<file path="config.mk">
export PLATFORM = sky130hd
export DESIGN_NAME = load_store_unit
export DESIGN_NICKNAME = d
export VERILOG_FILES = /design/src/rtl/load_store_unit.sv
export SDC_FILE = /design/constraint.sdc
export NUM_CORES = 1
export LEC_CHECK = 0
export CAP_MARGIN = 10
export CORE_ASPECT_RATIO = 0.9
export CORE_MARGIN = 3
export CORE_UTILIZATION = 48
export DETAILED_ROUTE_END_ITERATION = 8
export DONT_BUFFER_PORTS = 1
export MAX_ROUTING_LAYER = met4
export PLACE_DENSITY = 0.61
export SETUP_SLACK_MARGIN = 0.4
export SLEW_MARGIN = 20
export SYNTH_ARGS = -nofsm -noshare
export SYNTH_HDL_FRONTEND = slang
export SYNTH_SLANG_ARGS = --single-unit
</file>
<file path="constraint.sdc">
create_clock -name clk -period 2.2 [get_ports clk]
set_input_delay 0.44 -clock clk [delete_from_list [all_inputs] [get_ports clk]]
set_output_delay 0.44 -clock clk [all_outputs]
set_load 0.1 [all_outputs]
</file>
<file path="src/rtl/load_store_unit.sv">
// rtl/load_store_unit.sv - handshaked load/store engine between the control FSM and the memory bus
// Generates aligned address, byte enables and lane-shifted store data; extends load results.
module load_store_unit #(
    parameter int XLEN    = 32,
    parameter int ADDR_W  = 32,
    parameter int TIMEOUT = 64
) (
    input  logic                clk,
    input  logic                reset,
    input  logic                lsu_req,
    input  logic                lsu_we,
    input  logic [2:0]          lsu_funct3,
    input  logic [ADDR_W-1:0]   lsu_addr,
    input  logic [XLEN-1:0]     lsu_wdata,
    output logic                lsu_busy,
    output logic                lsu_done,
    output logic [XLEN-1:0]     lsu_rdata,
    output logic                lsu_err,
    output logic                bus_valid,
    input  logic                bus_ready,
    output logic                bus_we,
    output logic [ADDR_W-1:0]   bus_addr,
    output logic [XLEN/8-1:0]   bus_be,
    output logic [XLEN-1:0]     bus_wdata,
    input  logic                bus_rvalid,
    input  logic [XLEN-1:0]     bus_rdata,
    input  logic                bus_err
);

    localparam int BE_W  = XLEN / 8;
    localparam int OFF_W = $clog2(BE_W);
    localparam int CNT_W = $clog2(TIMEOUT + 2);

    localparam logic [1:0] S_IDLE = 2'd0;
    localparam logic [1:0] S_REQ  = 2'd1;
    localparam logic [1:0] S_RESP = 2'd2;
    localparam logic [1:0] S_DONE = 2'd3;

    logic [1:0]        state;
    logic              we_q;
    logic [2:0]        f3_q;
    logic [OFF_W-1:0]  off_q;
    logic [ADDR_W-1:0] addr_q;
    logic [BE_W-1:0]   be_q;
    logic [XLEN-1:0]   wdata_q;
    logic              err_q;
    logic [XLEN-1:0]   rdata_q;
    logic [CNT_W-1:0]  cnt;

    logic [OFF_W-1:0]  off_in;
    logic              bad_in;
    logic              misaligned;
    logic              illegal;
    logic [BE_W-1:0]   be_base;
    logic [BE_W-1:0]   be_in;
    logic [XLEN-1:0]   wmask;
    logic [XLEN-1:0]   wdata_in;
    logic [ADDR_W-1:0] addr_in;

    logic [XLEN-1:0]   lane;
    logic [XLEN-1:0]   size_mask;
    logic              sign_bit;
    logic [XLEN-1:0]   load_ext;

    logic              accept;
    logic              timeout_hit;

    // Request decode, evaluated on the raw inputs so it can be latched in the accept cycle.
    always_comb begin
        off_in  = lsu_addr[OFF_W-1:0];
        addr_in = {lsu_addr[ADDR_W-1:OFF_W], {OFF_W{1'b0}}};

        if (lsu_we) begin
            illegal = lsu_funct3[2] || (XLEN == 32 && lsu_funct3[1:0] == 2'd3);
        end else begin
            illegal = (lsu_funct3 == 3'b111) ||
                      (XLEN == 32 && (lsu_funct3 == 3'b011 || lsu_funct3 == 3'b110));
        end

        case (lsu_funct3[1:0])
            2'd1:    misaligned = off_in[0];
            2'd2:    misaligned = (off_in[1:0] != 2'd0);
            2'd3:    misaligned = (off_in != '0);
            default: misaligned = 1'b0;
        endcase
        bad_in = illegal || misaligned;

        case (lsu_funct3[1:0])
            2'd0:    be_base = BE_W'(1);
            2'd1:    be_base = BE_W'(3);
            2'd2:    be_base = BE_W'(15);
            default: be_base = '1;
        endcase
        be_in = be_base << off_in;

        wmask = '0;
        for (int i = 0; i < BE_W; i++) begin
            wmask[8*i +: 8] = {8{be_in[i]}};
        end
        wdata_in = (lsu_wdata << {off_in, 3'b000}) & wmask;
    end

    // Load formatter: shift the addressed lane down, then sign- or zero-extend.
    always_comb begin
        lane = bus_rdata >> {off_q, 3'b000};
        case (f3_q[1:0])
            2'd0: begin
                size_mask = XLEN'(8'hFF);
                sign_bit  = lane[7];
            end
            2'd1: begin
                size_mask = XLEN'(16'hFFFF);
                sign_bit  = lane[15];
            end
            2'd2: begin
                size_mask = XLEN'(32'hFFFF_FFFF);
                sign_bit  = lane[31];
            end
            default: begin
                size_mask = '1;
                sign_bit  = lane[XLEN-1];
            end
        endcase
        load_ext = lane & size_mask;
        if (!f3_q[2] && sign_bit) begin
            load_ext = load_ext | ~size_mask;
        end
    end

    assign accept      = lsu_req && (state == S_IDLE || state == S_DONE);
    assign timeout_hit = (TIMEOUT != 0) && (cnt == CNT_W'(TIMEOUT - 1));

    always_ff @(posedge clk) begin
        if (reset) begin
            state   <= S_IDLE;
            we_q    <= 1'b0;
            f3_q    <= 3'd0;
            off_q   <= '0;
            addr_q  <= '0;
            be_q    <= '0;
            wdata_q <= '0;
            err_q   <= 1'b0;
            rdata_q <= '0;
            cnt     <= '0;
        end else begin
            case (state)
                S_IDLE, S_DONE: begin
                    if (accept) begin
                        we_q    <= lsu_we;
                        f3_q    <= lsu_funct3;
                        off_q   <= off_in;
                        addr_q  <= addr_in;
                        be_q    <= be_in;
                        wdata_q <= wdata_in;
                        err_q   <= bad_in;
                        cnt     <= '0;
                        state   <= bad_in ? S_DONE : S_REQ;
                    end else begin
                        state <= S_IDLE;
                    end
                end
                S_REQ: begin
                    // A handshake in the final allowed cycle wins over the timeout.
                    if (bus_ready) begin
                        if (we_q) begin
                            err_q <= bus_err;
                            state <= S_DONE;
                        end else begin
                            state <= S_RESP;
                        end
                        cnt <= cnt + CNT_W'(1);
                    end else if (timeout_hit) begin
                        err_q <= 1'b1;
                        state <= S_DONE;
                    end else begin
                        cnt <= cnt + CNT_W'(1);
                    end
                end
                S_RESP: begin
                    if (bus_rvalid) begin
                        err_q <= bus_err;
                        if (!bus_err) begin
                            rdata_q <= load_ext;
                        end
                        state <= S_DONE;
                    end else if (timeout_hit) begin
                        err_q <= 1'b1;
                        state <= S_DONE;
                    end else begin
                        cnt <= cnt + CNT_W'(1);
                    end
                end
                default: state <= S_IDLE;
            endcase
        end
    end

    assign lsu_busy  = (state == S_REQ) || (state == S_RESP);
    assign lsu_done  = (state == S_DONE);
    assign lsu_err   = (state == S_DONE) && err_q;
    assign lsu_rdata = rdata_q;

    assign bus_valid = (state == S_REQ);
    assign bus_we    = bus_valid && we_q;
    assign bus_addr  = bus_valid ? addr_q  : '0;
    assign bus_be    = bus_valid ? be_q    : '0;
    assign bus_wdata = bus_valid ? wdata_q : '0;

endmodule

</file>
# Yosys cells after proc, flatten, opt, wreduce, memory -nomap -nowiden
# Index checks and enable logic that the tools add are counted.
[word_totals]
inputBits = 106
register_bits = 114
[op_classes]
addsub = 1
n_eq_ne = 14
shift = 3
reduce_logical = 21
bitwise_logic = 5
muxes = 27
[op_table]
columns = ["op", "count"]
rows = [
  ["$mux 32", 3],
  ["$and 32x32->32", 2],
  ["$pmux 32 s2", 1],
  ["$not 32->32", 1],
  ["$or 32x32->32", 1],
  ["$shl 32x5->32", 1],
  ["$shr 32x5->32", 1],
  ["$mux 7", 4],
  ["$pmux 7 s3", 1],
  ["$mux 2", 5],
  ["$eq 2x2->1 const B", 4],
  ["$pmux 4 s2", 1],
  ["$add 7x1->7 const B", 1],
  ["$eq 7x6->1 const B", 1],
  ["$mux 1", 7],
  ["$eq 2x1->1 const B", 3],
  ["$eq 3x3->1 const B", 2],
  ["$logic_not 2->1", 3],
  ["$logic_or 1x1->1", 6],
  ["$pmux 2 s3", 1],
  ["$reduce_and 2->1", 3],
  ["$logic_and 1x1->1", 4],
  ["$mux 4", 1],
  ["$ne 2x2->1 const B", 2],
  ["10 further kinds", 12],
]

# Longest topological paths before layout
[logic_depth]
ltp_word = 8
depth_mapped = 8
depth_no_buf = 6

# Worst setup path before layout
# OpenSTA, ideal clock, no wires.
[synth_timing]
path_kind = "flip-flop to output port"
startpoint = "reg state[0]"
endpoint = "out bus_wdata[11]"
stages_incl_launch_ff = 5
n_path_buf = 2
path_slack_ns = -0.791
arrival_ns = 2.551
required_ns = 1.760
path_cell_list = "dfxtp_1 ha_1 clkbuf_1 clkbuf_1 and2_1"
[synth_between]
elab_chain_len = 2
[synth_rtl]
columns = ["element", "line_no", "source"]
rows = [
  ["from (decl)", "39", "logic [1:0] state;"],
  ["from (signal assigned)", "157", "state <= bad_in ? S_DONE : S_REQ;"],
  ["$eq 2x1->1", "203", "assign bus_valid = (state == S_REQ);"],
  ["named net bus_valid", "19", "output logic bus_valid,"],
  ["$mux 32", "207", "assign bus_wdata = bus_valid ? wdata_q : '0;"],
  ["to (decl)", "24", "output logic [XLEN-1:0] bus_wdata,"],
]
# The timed path passes the listed nets, and every way through them passes these cells.

# Worst setup path in the final report
[layout_timing]
startpoint = "reg state[0]"
endpoint = "out bus_addr[25]"
[layout_between]
elab_chain_len = 2
[layout_rtl]
columns = ["element", "line_no", "source"]
rows = [
  ["$eq 2x1->1", "203", ""],
  ["$mux 32", "205", "assign bus_addr = bus_valid ? addr_q : '0;"],
  ["to (decl)", "22", "output logic [ADDR_W-1:0] bus_addr,"],
]
# No other way between the ends.

==> reports/metrics.cfg <==
[timing]
finalSetupTns_ps = 0
fmax_mhz = 487
relSlewSlack_pct = 59.5
maxSlewViolCount = 0
finalClockSkew_ps = 7.57
rsz0062_at_grt = yes
fin_crit_sh_pct = 93.4
setup_violations = 0
tightestPinTransition_ps = 600
layout_min_cycle_time_ps = 2050
hold_viol = 0

[critical_path]
crit_family = flip-flops
required_ps = 1760
criticalPathCategory = register to output pin
arrival_ps = 1610
worstReg2RegStart = cnt[0]$_SDFFE_PP0P_
critPathBufInv = 2
cp-end-kind = output pin
worstPathCellList = ha_4, buf_8, buf_12, and2_4
slowest_stage = dfxtp_2
path_max_fanout = 8
startpoint = state[0]$_SDFF_PP0_
critPathLaunchType = register
slowest_delay_ps = 390

[clocking]
cts_tree = done
root_buffer = clkbuf_16
cts_max_level = 4
clock_latency_ps = 420
cts_made_buffers = 17
cts_sinks = 114
clock_path_buffers = 2
clk_pin_slew_ps = 50

[die]
initial_core_util_pct = 49.9
die-area_um2 = 13400
chipWidth_um = 122
io_pins = 211
coreArea_um2 = 11600
chipHeight_um = 110
core.rowCount = 37

[drt]
ant_nets = 0
wl_per_cell_um = 19.5
drt_pass1_iterations = 5
drt-vias-per-instance = 5.83
first_iter_violations = 523
finalWirelength_um = 17500
drc = 0
vias = 5227

[synth]
synth_top_area_cell = dfxtp_1
synth.top_cell.area_share_pct = 39.5
synth_most_common_cell = dfxtp_1
async_flop_share_pct = 0
avgSynthCellArea_um2 = 8.36
postSynthCellCount = 691
synthFlopType = dfxtp_1
yosysSeqAreaShare_pct = 39.5
synth_cell_types = 51
synth.top_cells.by_area = dfxtp_1 (40%), and2_1 (7.5%), a21oi_1 (6.9%)
netlist_top_cells_count = dfxtp_1 (114), nand2_1 (98), a21oi_1 (80), and2_1 (69), nor2_1 (69)
synth.ff_latch_count = 114
ys_warn_count = 0
netlist_area_um2 = 5780
synth_edf_count = 0

[global_routing]
track_usage_pct = 25.0
grt-ovfl-total = 0
antenna_found_initial = 0
grt_pass1_wl_um = 25600
grt_pass1_vias = 4884
grt_max_degree = 112

[final_layout]
antennaDiodeCount = 0
area_growth_pct = 29.2
layout-drive-gt1-share_pct = 32.0
nNetsFinal = 840
fin_util_pct = 64.5

[status]
outcome = finished, final reports clean

[power_and_ir_drop]
leakage_uw = 0.00287
power_density_nw_per_um2 = 1040
peakVddDrop_v = 0.000563

[place]
port_buffers = 0
place_congestion = 0.810
dp_hpwl_um = 11500

[worst_hold_path]
hold_start = reset
hold_class = primary input to register

[flow_run]
cap_violations = 0

==> worst reg2reg max path, cell delays in order (launching register included) <==
cell	delay, ps
dfxtp_1	340
ha_1	270
nand4_1	230
nor2_4	90
o311ai_0	530
a41oi_1	260
==> registers in the layout, summed over array words and instances (netlist names) <==
| signal | cells |
|---|---|
| off_q | 2 |
| cnt | 7 |
| be_q | 4 |
| wdata_q | 32 |
| lsu_rdata | 32 |
| addr_q | 30 |
| f3_q | 3 |
| we_q | 1 |
| state | 2 |
| err_q | 1 |
==> final cells by class <==
type	instances	area (µm²)
clock inverters	11	164
clock buffers	19	433
well taps	156	195
fillers	958	4110
repair buffers	75	818
flip-flops and latches	114	2290
inverters	12	51.3
multi-input cells	510	3510
==> routing by layer <==
metal | share of wire, % | GRT usage [%] | vias up | routed length [µm]
li1 | - | - | 2497 | -
met1 | 42 | 32.3 | 2510 | 7370
met2 | 49 | 38.4 | 197 | 8530
met3 | 7.6 | 7.04 | 23 | 1320
met4 | 1.7 | 7.76 | 0 | 291
met5 | 0 | - | - | 0
==> per-stage QoR <==
| step | instances | worst slack, ps | cell area [µm²] | hold slack (ps) | total power, µW |
|---|---|---|---|---|---|
| after floorplan | 692 | 321 | 6010 | 432 | 4180 |
| after global placement | 848 | 368 | 6430 | 433 | 4460 |
| after detailed placement | 848 | 267 | 6430 | 441 | 4500 |
| after CTS | 882 | 148 | 7100 | 86.0 | 7400 |
| after global routing | 897 | 109 | 7460 | 88.5 | 8050 |
| final | 897 | 145 | 7460 | 108 | 7750 |
==> final timing paths <==
check / cells after the start / to / slack, ps
setup / recovery: 4 / bus_addr[25] / 150
hold / removal: 1 / wdata_q[24]$_SDFFE_PP0P_ / 110
setup reg to reg: 5 / state[0]$_SDFF_PP0_ / 320
hold reg to reg: 2 / lsu_rdata[6]$_SDFFE_PP0P_ / 450
==> timing repair <==
action,4_1_cts,5_1_grt
buffers inserted,4,10
cloned,0,5
endpoints found under the setup margin,132,154
hold buffers,0,0
pin swaps,14,19
resized for setup,8,50
==> placed cells by master (no fill, tap or decap), types with 3 or more instances in the layout <==
master	synthesis	routed
a211oi_1	7	4
a211oi_2	11	14
a21oi_1	80	79
a22oi_1	32	32
a311oi_1	5	4
and2_4	0	68
buf_12	0	12
buf_4	2	52
buf_8	0	6
bufinv_16	0	4
clkbuf_16	0	20
clkinv_2	0	4
clkinvlp_4	0	3
dfxtp_1	114	111
inv_1	12	10
mux2_2	16	16
mux2i_1	24	24
mux4_2	9	9
nand2_1	98	95
nand2_4	0	3
nand2b_1	5	4
nor2_1	69	67
nor2b_1	8	5
nor3_1	10	9
nor3_2	2	3
o211ai_1	8	8
o21ai_0	5	4
o2bb2ai_1	15	15
==> power by group <==
| part | internal, µW | switching [µW] | total [µW] |
|---|---|---|---|
| registers | 2250 | 121 | 2370 |
| logic | 903 | 1660 | 2560 |
| clock network | 1870 | 945 | 2820 |
| total | 5020 | 2730 | 7750 |
==> cell families (layout without fill, tap and decap cells) <==
| family | after synthesis | in the layout | share of synthesized area, % |
|---|---|---|---|
| AOI/OAI and AO/OA | 180 | 181 | 21.2 |
| buffers and inverters | 69 | 117 | 5.11 |
| muxes | 49 | 49 | 10.8 |
| and+or+nand+nor | 274 | 274 | 22.4 |
| other | 1 | 2 | 0.0649 |
| adders and majority gates | 4 | 4 | 0.866 |
| DFF | 114 | 114 | 39.5 |
(Power assumes the default switching activity.)
